`src/rtl/cursor_action_unit.sv`:
```
// ---------------------------------------------------------------------------
// cursor_action_unit
//
// Executes VT100 cursor-positioning commands handed over by the CSI parser
// (CUP, CUU, CUD, CUF, CUB, CNL, CPL, CHA, VPA, DECSC, DECRC). The unit takes
// the current cursor position and the numeric parameters, and produces a new
// cursor position that is always clamped to the screen. It also holds one
// saved-cursor slot for DECSC/DECRC.
//
// Each command takes three cycles: IDLE (accept) -> EXEC (compute and
// register) -> DONE (result pulse) -> IDLE.
//
// Ports
//   clk            system clock
//   rst            asynchronous, active-high reset
//   cmd_valid      command and parameters valid
//   cmd_ready      unit idle, can accept a command
//   cmd_type       0 NOP, 1 CUP, 2 CUU, 3 CUD, 4 CUF, 5 CUB, 6 CNL, 7 CPL,
//                  8 CHA, 9 VPA, 10 DECSC, 11 DECRC, 12+ unsupported
//   pn1, pn2       CSI parameters, 1-based, 0 means 1
//   i_cursor_x/y   current cursor column/row, sampled on accept
//   o_cursor_x/y   registered new cursor column/row
//   o_update       one-cycle pulse, o_cursor_* carry a new result
//   o_unsupported  one-cycle pulse, the command code was rejected
// ---------------------------------------------------------------------------
module cursor_action_unit #(
   parameter int CONSOLE_LINES   = 24,
   parameter int CONSOLE_COLUMNS = 80,
   parameter int COORD_W         = 8,
   parameter int PARAM_W         = 8,
   parameter int CMD_W           = 4
) (
   input  logic               clk,
   input  logic               rst,
   input  logic               cmd_valid,
   output logic               cmd_ready,
   input  logic [CMD_W-1:0]   cmd_type,
   input  logic [PARAM_W-1:0] pn1,
   input  logic [PARAM_W-1:0] pn2,
   input  logic [COORD_W-1:0] i_cursor_x,
   input  logic [COORD_W-1:0] i_cursor_y,
   output logic [COORD_W-1:0] o_cursor_x,
   output logic [COORD_W-1:0] o_cursor_y,
   output logic               o_update,
   output logic               o_unsupported
);

   // Arithmetic width wide enough that coordinate + parameter never wraps.
   localparam int SUM_W = COORD_W + PARAM_W + 1;

   localparam logic [COORD_W-1:0] MAX_X_C = COORD_W'(CONSOLE_COLUMNS - 1);
   localparam logic [COORD_W-1:0] MAX_Y_C = COORD_W'(CONSOLE_LINES - 1);
   localparam logic [SUM_W-1:0]   MAX_X_W = SUM_W'(CONSOLE_COLUMNS - 1);
   localparam logic [SUM_W-1:0]   MAX_Y_W = SUM_W'(CONSOLE_LINES - 1);

   localparam logic [CMD_W-1:0] CMD_NOP   = CMD_W'(0);
   localparam logic [CMD_W-1:0] CMD_CUP   = CMD_W'(1);
   localparam logic [CMD_W-1:0] CMD_CUU   = CMD_W'(2);
   localparam logic [CMD_W-1:0] CMD_CUD   = CMD_W'(3);
   localparam logic [CMD_W-1:0] CMD_CUF   = CMD_W'(4);
   localparam logic [CMD_W-1:0] CMD_CUB   = CMD_W'(5);
   localparam logic [CMD_W-1:0] CMD_CNL   = CMD_W'(6);
   localparam logic [CMD_W-1:0] CMD_CPL   = CMD_W'(7);
   localparam logic [CMD_W-1:0] CMD_CHA   = CMD_W'(8);
   localparam logic [CMD_W-1:0] CMD_VPA   = CMD_W'(9);
   localparam logic [CMD_W-1:0] CMD_DECSC = CMD_W'(10);
   localparam logic [CMD_W-1:0] CMD_DECRC = CMD_W'(11);

   typedef enum logic [1:0] {
      IDLE = 2'd0,
      EXEC = 2'd1,
      DONE = 2'd2
   } state_t;

   state_t               state_q, state_d;
   logic [CMD_W-1:0]     cmd_q, cmd_d;
   logic [PARAM_W-1:0]   n1_q, n1_d;
   logic [PARAM_W-1:0]   n2_q, n2_d;
   logic [COORD_W-1:0]   cx_q, cx_d;
   logic [COORD_W-1:0]   cy_q, cy_d;
   logic [COORD_W-1:0]   saved_x_q, saved_x_d;
   logic [COORD_W-1:0]   saved_y_q, saved_y_d;
   logic [COORD_W-1:0]   out_x_q, out_x_d;
   logic [COORD_W-1:0]   out_y_q, out_y_d;
   logic                 update_q, update_d;
   logic                 unsup_q, unsup_d;

   logic                 accept;
   logic                 supported;
   logic [SUM_W-1:0]     cx_w, cy_w, n1_w, n2_w;
   logic [SUM_W-1:0]     res_x, res_y;

   assign cmd_ready     = (state_q == IDLE);
   assign accept        = cmd_valid && cmd_ready;
   assign o_cursor_x    = out_x_q;
   assign o_cursor_y    = out_y_q;
   assign o_update      = update_q;
   assign o_unsupported = unsup_q;

   // Sequencing: one command walks IDLE -> EXEC -> DONE -> IDLE.
   always_comb begin
      state_d = state_q;
      case (state_q)
         IDLE:    if (cmd_valid) state_d = EXEC;
         EXEC:    state_d = DONE;
         DONE:    state_d = IDLE;
         default: state_d = IDLE;
      endcase
   end

   // Capture the command on accept. Parameters of 0 default to 1, and the
   // incoming cursor is clamped to the screen before any arithmetic so a
   // stale out-of-range position cannot leak into the result.
   always_comb begin
      cmd_d = cmd_q;
      n1_d  = n1_q;
      n2_d  = n2_q;
      cx_d  = cx_q;
      cy_d  = cy_q;
      if (accept) begin
         cmd_d = cmd_type;
         n1_d  = (pn1 == '0) ? PARAM_W'(1) : pn1;
         n2_d  = (pn2 == '0) ? PARAM_W'(1) : pn2;
         cx_d  = (i_cursor_x > MAX_X_C) ? MAX_X_C : i_cursor_x;
         cy_d  = (i_cursor_y > MAX_Y_C) ? MAX_Y_C : i_cursor_y;
      end
   end

   // Result datapath. Everything is widened so sums and 1-based conversions
   // cannot wrap; each result is then clamped back into the screen. n1/n2
   // are at least 1 here, so n-1 never underflows.
   always_comb begin
      cx_w      = SUM_W'(cx_q);
      cy_w      = SUM_W'(cy_q);
      n1_w      = SUM_W'(n1_q);
      n2_w      = SUM_W'(n2_q);
      res_x     = cx_w;
      res_y     = cy_w;
      supported = 1'b1;
      case (cmd_q)
         CMD_NOP: ;
         CMD_CUP: begin
            res_y = ((n1_w - 1) > MAX_Y_W) ? MAX_Y_W : (n1_w - 1);
            res_x = ((n2_w - 1) > MAX_X_W) ? MAX_X_W : (n2_w - 1);
         end
         CMD_CUU: res_y = (cy_w > n1_w) ? (cy_w - n1_w) : '0;
         CMD_CUD: res_y = ((cy_w + n1_w) > MAX_Y_W) ? MAX_Y_W : (cy_w + n1_w);
         CMD_CUF: res_x = ((cx_w + n1_w) > MAX_X_W) ? MAX_X_W : (cx_w + n1_w);
         CMD_CUB: res_x = (cx_w > n1_w) ? (cx_w - n1_w) : '0;
         CMD_CNL: begin
            res_y = ((cy_w + n1_w) > MAX_Y_W) ? MAX_Y_W : (cy_w + n1_w);
            res_x = '0;
         end
         CMD_CPL: begin
            res_y = (cy_w > n1_w) ? (cy_w - n1_w) : '0;
            res_x = '0;
         end
         CMD_CHA: res_x = ((n1_w - 1) > MAX_X_W) ? MAX_X_W : (n1_w - 1);
         CMD_VPA: res_y = ((n1_w - 1) > MAX_Y_W) ? MAX_Y_W : (n1_w - 1);
         CMD_DECSC: ;
         CMD_DECRC: begin
            res_x = SUM_W'(saved_x_q);
            res_y = SUM_W'(saved_y_q);
         end
         default: supported = 1'b0;
      endcase
   end

   // Commit in EXEC. An unsupported code leaves the cursor outputs alone and
   // raises o_unsupported instead of o_update during the DONE cycle.
   always_comb begin
      out_x_d   = out_x_q;
      out_y_d   = out_y_q;
      saved_x_d = saved_x_q;
      saved_y_d = saved_y_q;
      update_d  = 1'b0;
      unsup_d   = 1'b0;
      if (state_q == EXEC) begin
         update_d = supported;
         unsup_d  = !supported;
         if (supported) begin
            out_x_d = res_x[COORD_W-1:0];
            out_y_d = res_y[COORD_W-1:0];
         end
         if (cmd_q == CMD_DECSC) begin
            saved_x_d = cx_q;
            saved_y_d = cy_q;
         end
      end
   end

   // State and datapath registers. Reset drops any in-flight command
   // without producing a pulse and also clears the saved-cursor slot.
   always_ff @(posedge clk or posedge rst) begin
      if (rst) begin
         state_q   <= IDLE;
         cmd_q     <= '0;
         n1_q      <= '0;
         n2_q      <= '0;
         cx_q      <= '0;
         cy_q      <= '0;
         saved_x_q <= '0;
         saved_y_q <= '0;
         out_x_q   <= '0;
         out_y_q   <= '0;
         update_q  <= 1'b0;
         unsup_q   <= 1'b0;
      end else begin
         state_q   <= state_d;
         cmd_q     <= cmd_d;
         n1_q      <= n1_d;
         n2_q      <= n2_d;
         cx_q      <= cx_d;
         cy_q      <= cy_d;
         saved_x_q <= saved_x_d;
         saved_y_q <= saved_y_d;
         out_x_q   <= out_x_d;
         out_y_q   <= out_y_d;
         update_q  <= update_d;
         unsup_q   <= unsup_d;
      end
   end

endmodule
```
`config.mk`:
```
export PLATFORM = sky130hd
export DESIGN_NAME = cursor_action_unit
export DESIGN_NICKNAME = d
export VERILOG_FILES = /design/src/rtl/cursor_action_unit.sv
export SDC_FILE = /design/constraint.sdc
export NUM_CORES = 1
export LEC_CHECK = 0
export ABC_AREA = 1
export CAP_MARGIN = 10
export CORE_UTILIZATION = 57
export DETAILED_ROUTE_END_ITERATION = 7
export GPL_TIMING_DRIVEN = 0
export PLACE_DENSITY = 0.86
export SLEW_MARGIN = 20
export SYNTH_ARGS = -nofsm -noshare
export SYNTH_HDL_FRONTEND = slang
export SYNTH_SLANG_ARGS = --single-unit
```
`constraint.sdc`:
```
create_clock -name clk -period 3.25 [get_ports clk]
set_clock_uncertainty 0.2 [all_clocks]
set_input_delay 0.4875 -clock clk [delete_from_list [all_inputs] [get_ports clk]]
set_output_delay 0.4875 -clock clk [all_outputs]
set_load 0.02 [all_outputs]
```
* Word-level counts from Yosys, hierarchy flattened
Cells that the tools add are included.
** Word-level totals
- Input port bits :: 39
- Register bits :: 72
- Output and inout bits :: 19
** Operators by class
- Reduce and logical (&&, ||, !) cells :: 13
- Add/sub/neg operators :: 6
- Equality and inequality tests :: 13
- Magnitude comparators :: 9
- Mux-type cells :: 18
** Operator list (count)
- $mux W8 :: 11
- $gt A32 B7 Y1 const B :: 2
- $pmux W8 S6 :: 1
- $gt A32 B5 Y1 const B :: 1
- $pmux W8 S4 :: 1
- $add A8 B8 Y9 :: 2
- $sub A8 B1 Y9 const B :: 2
- $eq A4 B3 Y1 const B :: 4
- $eq A4 B4 Y1 const B :: 4
- $gt A8 B8 Y1 :: 2
- $logic_not A8 Y1 :: 2
- $sub A8 B8 Y8 :: 2
- $reduce_or A12 Y1 :: 1
- $gt A9 B5 Y1 const B :: 1
- $gt A9 B7 Y1 const B :: 1
- $eq A4 B2 Y1 const B :: 2
- $gt A8 B5 Y1 const B :: 1
- $gt A8 B7 Y1 const B :: 1
- $reduce_or A2 Y1 :: 4
- $eq A4 B1 Y1 const B :: 1
- $logic_not A4 Y1 :: 1
- $pmux W2 S2 :: 1
- $reduce_and A2 Y1 :: 2
- $mux W1 :: 3
- other kinds (6) :: 6

* Depth between registers and ports, before layout
- Depth in word-level cells :: 5
- Gate-level depth with buffers :: 17
- Mapped depth without buffers :: 16

* Least setup slack after synthesis
OpenSTA, ideal clock, no wires.
- Path kind :: reg-to-reg
- Start :: register n1_q[0]
- End :: register out_x_q[0] (netlist: o_cursor_x[0])
- Setup time :: 116 ps
- Cell stages (with the launch flop) :: 15
- Data arrival time :: 1943 ps
- Path buffers :: 0
- Path slack :: 991 ps
- Path through :: dfrtp_1 -> ha_1 -> inv_1 -> fa_1 -> nand3b_1 -> nand2_1 -> nand2_1 -> nand3_1 -> nand2_1 -> nand2_1 -> nand3_1 -> nand2_1 -> nand3_1 -> nand2_1 -> nand2_1
** Between the ends
- Longest elaborated chain between the ends :: 4
** RTL lines
- start: declaration :: RTL line 77 : logic [PARAM_W-1:0] n1_q, n1_d;
- start signal: assignment :: RTL line 211 : n1_q <= n1_d;
- $sub A8 B1 Y9 / $add A8 B8 Y9 (equally long branches) :: RTL line 158, 148
- $gt A32 B7 Y1 / $gt A9 B7 Y1 (equally long branches) :: RTL line 158, 148
- $mux W8 (on tied branches) :: RTL line 158, 148
- $pmux W8 S6 * :: RTL line 140 : case (cmd_q)
- end signal: assignment :: RTL line 217 : out_x_q <= out_x_d;
- end: declaration :: RTL line 83 : logic [COORD_W-1:0] out_x_q, out_x_d;
Every way passes the cells marked *; elsewhere a longest branch is shown, timed or not.
A chain may end at the register's enable or synchronous reset.

* Worst setup path in the final report
- Start :: register n1_q[1]
- End :: register out_x_q[0] (netlist: o_cursor_x[0])
** Between the ends
- Longest elaborated chain between the ends :: 4
** RTL lines (RTL line)
- $sub A8 B1 Y9 / $add A8 B8 Y9 (equally long branches)
- $gt A32 B7 Y1 / $gt A9 B7 Y1 (equally long branches) :: 158, 148
- $mux W8 (on tied branches) :: 158, 148
- $pmux W8 S6 * :: 140
Marked as above.

==> flow_summary.ini <==
[power]
power_density_nw_per_um2 = 731
ir_worst_vdd_v = 0.000380
power.static_leakage_nw = 3.31

[die]
chipWidth_um = 101
io-pin-count = 58
placement_rows = 35
die_area_um2 = 10100
core_area_um2 = 9330
start_util_pct = 59.3
die_y_um = 101

[cts]
clock-root-buffer = clkbuf_8
cts_buffer_depth = 2
numCtsBuffers = 9
clock_sinks = 72
cts_tree = built
cts_resized = 0
postCtsHoldBufs = 0
htreeDepth = 3
clk_pin_slew_ns = 0.10
clock_latency_ns = 0.36
postCtsSetupBuffers = 0

[route]
drtPass1Iterations = 5
drc = 0
via_count = 5615
wl_per_cell_um = 16.1
viasPerCell = 5.54
ant_nets = 0
drt-total-wl_um = 16400
drt_iter0_drc = 389

[global_routing]
antenna_found_initial = 0
grt_usage_pct = 34.9
grt_pass1_vias = 5586
grt_max_degree = 44
grt-ovfl-total = 0
grt_pass1_wl_um = 27100

[cells_and_area]
final_cells = 1014
fill_cells = 842
syn_to_final_growth_pct = 17.5
final_cell_mix = nand2_1, inv_1, dfrtp_1
final_nets = 957
multi_input_area_um2 = 3190
antenna_cells = 0
drive_above_1_share_pct = 7.34
register_area_um2 = 1800
final_common_cell = nand2_1

[setup_path]
setup.worst_path.start_class = flop
r2r_cells = 14
endpoint_kind = flop
rr_endpoint = o_cursor_x[0]
critPathRequiredTime_ns = 3.35
cp.arrival_ns = 3.02
path_max_fanout = 7
cp-endpoint = o_cursor_x[0]
worst-r2r-setup-slack_ns = 0.33
crit_start = n1_q[1]
crit-reg2reg-launch = n1_q[1]
path_class = flop to flop

[timing]
layout_worst_path_cycle_share_pct = 89.8
setup-violations-final = 0
finalHoldViolCount = 0
layout_min_cycle_time_ns = 2.92
setup-tns-final_ns = 0
tightestPinTransition_ns = 0.726
fmax_mhz = 343
slew_viol_final = 0
rsz0062_at_grt = no
worst_slack_ns = 0.332
max-slew-margin-rel_pct = 51.3

[logic_synthesis]
ys_types = 38
avgSynthCellArea_um2 = 6.82
syn-num-nets = 888
synthAdderAreaFrac_pct = 9.14
synthXorXnorAreaFrac_pct = 2.53
syn-cell-area_um2 = 5530
synthSimpleGateAreaFrac_pct = 33.9
ys_seq_area_share_pct = 32.6
netlist_top_cells_area = dfrtp_1, nand2_1, ha_1, inv_1, nand3_1
synth_top_area_share_pct = 32.6
synth_compound_area_share_pct = 12.0
postSynthCellCount = 811
ys.warnings.count = 0
synth_top_family_by_area = simple AND/OR/NAND/NOR gates
synthMuxAreaShare_pct = 0
synth_top_area_cell = dfrtp_1
synth_seq_cells = 72

[place]
dp.final_hpwl_um = 12800
placedCellCount = 998
port_buffers = 57
gp_congestion = 0.942
place_ws_ns = 0.398

[outcome]
status = completed

[flow_run]
max_cap_viol_count = 0

[worst_hold_path]
hp-class = input pin to async pin
[how the worst min path moves through the flow]
stage,to,cells after the start,slack (ns),startpoint
2_1_floorplan,state_q[1],1,0.22,state_q[1]
3_5_place_dp,o_cursor_x[6],2,0.27,o_cursor_x[6]
5_1_grt,cy_q[3],2,0.30,rst
4_1_cts,cy_q[3],2,0.28,rst
3_3_place_gp,state_q[1],1,0.25,state_q[1]
6_report,cy_q[3],2,0.26,rst
[flip-flops by register name (all words and copies together) (netlist names)]
name,cells
cy_q,8
n2_q,8
cmd_q,4
saved_x_q,8
cx_q,8
o_cursor_y,8
o_update,1
o_unsupported,1
n1_q,8
o_cursor_x,8
state_q,2
saved_y_q,8
[worst max-delay path: stages (launching register included)]
cell	delay (ns)
dfrtp_1	0.56
inv_1	0.32
fa_1	0.53
nand3b_1	0.20
nand2_1	0.15
nand2_1	0.09
nand2_1	0.08
nand2_1	0.05
nand2_1	0.09
nand2_1	0.16
nand3_1	0.11
nand2_1	0.07
nand3_1	0.11
nand2_1	0.09
nand2_1	0.07
[cells in the mapped netlist, drive strengths merged]
cell / instances
o21bai: 5
and3: 1
fa: 4
nand2: 246
buf: 11
xnor2: 5
nor4: 2
o21a: 2
nor2: 70
nor3: 9
o21ai: 82
a21o: 2
clkbuf: 11
a21oi: 28
a41oi: 1
dfrtp: 72
xor2: 11
nand3: 72
ha: 34
nand3b: 7
clkinv: 5
o211ai: 1
nand4: 20
inv: 110
[area by class of cell]
| class | instances | area share (%) |
|---|---|---|
| inverters | 115 | 6.72 |
| clock buffers | 10 | 2.12 |
| flip-flops and latches | 72 | 27.7 |
| repair buffers | 58 | 9.09 |
| clock inverters | 6 | 1.17 |
| multi-input cells | 602 | 49.0 |
| plain buffers | 22 | 1.66 |
| well taps | 129 | 2.48 |
[metal layers]
layer	routed length [um]	GRT usage [%]	vias to the layer above	part of all wire [%]
met5	0	0	-	0
met1	7210	45.8	2576	44
met2	7550	57.1	244	46
met3	1140	6.52	48	6.9
li1	-	-	2747	-
met4	480	13.8	0	2.9
[power breakdown]
part | leakage (nW) | switching (mW) | internal [mW]
Clock | 0.109 | 0.414 | 0.388
Sequential | 0.913 | 0.256 | 1.14
Combinational | 2.29 | 1.61 | 0.946
Total | 3.31 | 2.28 | 2.47
[per-stage QoR]
step	hold WS, ns	instance area (um2)	util [%]	power, mW
floorplan	0.224	5530	-	3.13
global placement	0.250	6260	67.1	3.83
detailed placement	0.266	6280	67.4	3.90
CTS	0.277	6500	69.7	4.71
global route	0.298	6500	69.7	5.14
finish	0.256	6500	69.7	4.75
[logic make-up (layout without fill, tap and decap cells)]
family,count (synthesis),in the layout
simple gates,427,427
flops,72,72
xor+xnor,16,16
fa+ha+maj,38,38
compound gates,121,121
buf+inv,137,211
(Power assumes the default switching activity.)
==> RTL edit 1, RTL diff (same settings) <==
Set the parameter `CONSOLE_LINES` to 23 (it was 24).
--- a/src/rtl/cursor_action_unit.sv
+++ b/src/rtl/cursor_action_unit.sv
@@ -26,3 +26,3 @@
 module cursor_action_unit #(
-   parameter int CONSOLE_LINES   = 24,
+   parameter int CONSOLE_LINES   = 23,
    parameter int CONSOLE_COLUMNS = 80,
Behaviour: not the same (Yosys sat finds a counterexample within 4 cycles, from zero or initial values and one cycle with rst high).
==> RTL edit 1 against the original RTL <==
- area after synthesis fell by 0.95%
- sequential share of layout area rose by 0.17 points
- largest cell class unchanged
- highest routed layer unchanged
- core utilization fell by 0.089 points
- non-clock buffer count fell by 1
- power fell by 5.7%
- cell count fell by 1.6%
- routed wire length fell by 6.7%
- sequential cell count did not move
- worst setup slack got worse by 0.056 ns
- combinational power fell by 8.2%
- count of clock-buffer cells in the layout did not move
- design area fell by 0.60%
- clock power fell by 1%
==> RTL edit 1: results (changes against the original RTL) <==
Critical path
  • FF-to-FF setup slack: 0.28 ns (-0.06 ns)
  • Maximum fanout along the worst path: 8 (+1)
  • CP arrival: 3.02 ns (about the same)
  • Setup crit start: n1_q[1]
  • Critical path's largest stage delay: 0.55 ns
  • Crit-path slowest cell: fa_1
  • Setup crit end: o_cursor_y[3]

GRT
  • Global-route wire length before repair: 25,200 um (-6.9%)
  • Largest net degree at the start of global routing: 59 (+34%)
  • Tot GR Track Use: 0.327 (-0.0220)
  • Vias in the first global route: 5,251 (-6.0%)
  • Initial antenna violation count: 0 (unchanged)

Logic synthesis
  • Synth cell count leaders: nand2_1 (229), inv_1 (109), dfrtp_1 (72)
  • FFs w/ async S/R, synth: 1.00 (unchanged)
  • Synth Area in XOR/XNOR: 0.0333 (+0.00801)
  • Compound-Gate Fraction of Synth Area: 0.123 (+0.00275)
  • Adder-Cell Fraction of Synth Area: 0.0946 (+0.00316)
  • Cells after Synth: 795 (-2.0%)
  • Multiplexer share of the synthesized area: 0.00206 (+0.00206)
  • Cell variety after synth: 43 (+13%)
  • Top post-synthesis cells by area: dfrtp_1 (33%), nand2_1 (16%), ha_1 (8.0%)
  • Syn_nets: 873 (-1.7%)
  • Dominant synthesized flop cell: dfrtp_1
  • Seq/Total Area, Yosys: 0.329 (+0.00313)

Layout
  • Share of layout cells above drive strength 1: 0.0633 (-0.0102)
  • Final nets: 942 (-1.6%)
  • Filler cells: 828 (-1.7%)

Pwr
  • Switching share of power: 0.458 (-0.0216)
  • Logic pwr share: 0.522 (-0.015)
  • Maximum vdd ir drop: 0.362 mV (-4.9%)
  • Sw power: 2.05 mW (-10%)
  • Leakage power: 3.29 nW (-0.86%)
  • Seq. pwr: 1.35 mW (-3%)

Detailed routing
  • Detailed-route via count: 5,633 (+0.32%)
  • Post-Route WL: 15,300 um (-6.7%)
  • Routed WL per cell: 15.3 um (-5.2%)
  • First DRT Iteration DRCs: 442 (+14%)

Place
  • Placement Cell Area: 6240 um^2 (-0.72%)
  • Dpl cells: 982 (-1.6%)
  • Dpl ws: 0.360 ns (-0.0380 ns)
  • RePlAce Congestion: 0.935 (-0.66%)
  • Post-DP HPWL: 12,200 um (-4.7%)

Clock network
  • Post_cts resized: 0 (unchanged)
  • Root Buffer: clkbuf_8
  • Reg clk slew, reported paths: 0.08 ns (-0.02 ns)
  • CTS H-tree depth: 3 (unchanged)
  • Post-CTS setup buffer count: 0 (unchanged)

STA
  • Max Freq: 336 MHz (-1.9%)
  • Worst hold slack: 0.194 ns (-0.0624 ns)
  • Slew headroom: 0.426 (-0.0869)

Run status
  • Status: finished clean
[RTL edit 1: cell count changes after synthesis, sizes merged, moves of 5 or more]
| cell | unedited run | this run |
|---|---|---|
| nand2 | 246 | 231 |
| o21ai | 82 | 69 |
| nand3 | 72 | 62 |
| a21oi | 28 | 34 |
| clkinv | 5 | 0 |
| inv | 110 | 117 |
| xor2 | 11 | 18 |
[RTL edit 1: area by class of cell]
cell class / instances / area, um^2 / area share
multi-input combinational: 585 / 3140 / 0.485
sequential: 72 / 1800 / 0.279
timing repair buffer: 58 / 598 / 0.0926
inverter: 117 / 442 / 0.0684
tap: 129 / 161 / 0.0250
clock buffer: 10 / 128 / 0.0198
buffer: 21 / 101 / 0.0157
clock inverter: 6 / 92.6 / 0.0143
[RTL edit 1: metal layers]
metal / vias up / track usage / part of all wire
li1: 2695 / - / -
met1: 2632 / 0.443 / 0.44
met2: 265 / 0.538 / 0.46
met3: 41 / 0.0508 / 0.073
met4: 0 / 0.105 / 0.027
met5: - / 0 / 0
==> RTL edit 2, RTL diff (config.mk and constraints unchanged) <==
Without the edit above. Make the reset (`rst`) synchronous in one clocked block. Comments in the files are not updated.
--- a/src/rtl/cursor_action_unit.sv
+++ b/src/rtl/cursor_action_unit.sv
@@ -193,3 +193,3 @@
    // without producing a pulse and also clears the saved-cursor slot.
-   always_ff @(posedge clk or posedge rst) begin
+   always_ff @(posedge clk) begin
       if (rst) begin
Function: differs if rst is asserted again (counterexample within 4 cycles, from zero or initial values and one cycle with rst high); with rst held inactive, the same outputs for 10 cycles.
==> RTL edit 2 against the original RTL <==
- area after synthesis shrank 9.0%
- non-clock buffer count grew 3
- highest routed layer unchanged
- sequential share of layout area shrank 3.5 points
- design area shrank 8.6%
- routed wire length shrank 0.72%
- worst setup slack gained 0.041 ns
- critical path depth shrank 1
- count of clock-buffer cells in the layout shrank 1
- synthesized cell count shrank 4.9%
- sequential cell count is the same
- first-iteration DRC count grew 41%
Power is not compared: it rests on default switching activity, and its combinational part moved more than twofold at a synthesized area within 25%.
==> RTL edit 2: results (changes against the original RTL) <==
STA
  • Slew headroom: 0.441 (-0.0720)

Critical path
  • Crit-path slowest cell: dfxtp_1
  • Worst reg2reg path depth: 13 (-1)
  • Critical path's largest stage delay: 0.54 ns (-0.02 ns)

Detailed routing
  • DR WL met3: 1760 um (+55%)
  • Wl on met1: 6750 um (-6.3%)
  • Met2 wire length: 7190 um (-4.7%)
  • Top Layer Used: met4
  • Routed WL per cell: 17.1 um (+6.2%)
  • Vias per cell: 5.89 (+6.4%)
  • Drt pass-1 iters: 6 (+1)
  • First DRT Iteration DRCs: 548 (+41%)

GRT
  • Vias in the first global route: 5,225 (-6.5%)
  • Global-route wire length before repair: 25,800 um (-4.9%)
  • Tot GR Track Use: 0.379 (+0.0300)

Place
  • Post-DP HPWL: 12,900 um (+0.75%)
  • RePlAce Congestion: 0.959 (+1.9%)
  • Dpl ws: 0.432 ns (+0.0346 ns)
  • Placement Cell Area: 5730 um^2 (-8.8%)

Layout
  • Share of layout cells above drive strength 1: 0.0522 (-0.0213)
  • Filler cells: 726 (-14%)

Logic synthesis
  • FFs w/ async S/R, synth: 0 (-1.00)
  • Seq/Total Area, Yosys: 0.287 (-0.0392)
  • Dominant synthesized flop cell: dfxtp_1
  • Syn_nets: 848 (-4.5%)
  • Synth cell count leaders: nand2_1 (168), inv_1 (88), a21oi_1 (83)

Run status
  • Status: finished clean

Min path
  • Worst Hold Class: reg2reg
-- RTL edit 2: final timing paths --
| path | from | end | slack (ns) |
|---|---|---|---|
| worst max register to register | n1_q[3] | o_cursor_x[0] | 0.37 |
| worst max-delay path | n1_q[3] | o_cursor_x[0] | 0.37 |
| worst min register to register | saved_x_q[3] | saved_x_q[3] | 0.26 |
| worst min-delay path | saved_x_q[3] | saved_x_q[3] | 0.26 |
-- RTL edit 2: cells by family after synthesis --
kind of cell,share of synthesized area
xor+xnor,0.0296
compound gates,0.181
fa+ha+maj,0.100
buf+inv,0.0960
flops,0.287
simple gates,0.307
-- RTL edit 2: tightest hold or removal path, delay by kind of cell (launching register included) --
family | cells | cell delay, ns
flip-flops | 1 | 0.30
buffers and inverters | 1 | 0.06
AO/OA/AOI/OAI | 1 | 0.05
-- RTL edit 2: metrics by stage --
step	hold WS [ns]	util	instances	power, mW
3_5_place_dp	0.249	0.684	933	1.83
6_report	0.258	0.709	948	2.63
4_1_cts	0.261	0.709	948	2.60
3_3_place_gp	0.237	0.684	933	1.81
2_1_floorplan	0.224	-	771	1.56
5_1_grt	0.287	0.709	948	2.77
-- RTL edit 2: layout make-up --
type / instances / area [um^2] / share of cell area
plain buffers: 26 / 115 / 0.0194
clock buffers: 9 / 124 / 0.0208
clock inverters: 6 / 85.1 / 0.0143
inverters: 98 / 368 / 0.0619
multi-input cells: 575 / 3110 / 0.523
flip-flops and latches: 72 / 1440 / 0.243
well taps: 105 / 131 / 0.0221
repair buffers: 57 / 571 / 0.0960
-- RTL edit 2: power groups by stage --
| stage | logic, mW | clock network, mW | registers [mW] |
|---|---|---|---|
| finish | 0.842 | 0.792 | 0.992 |
| global route | 0.934 | 0.835 | 0.998 |
| CTS | 0.823 | 0.785 | 0.990 |
| detailed placement | 0.818 | 0 | 1.01 |
| global placement | 0.799 | 0 | 1.01 |
| floorplan | 0.565 | 0 | 0.998 |
-- RTL edit 2: metal layers --
metal / vias to the layer above / GRT usage
met5: - / 0
met4: 0 / 0.153
met3: 56 / 0.0600
met2: 339 / 0.605
met1: 2499 / 0.508
li1: 2690 / -
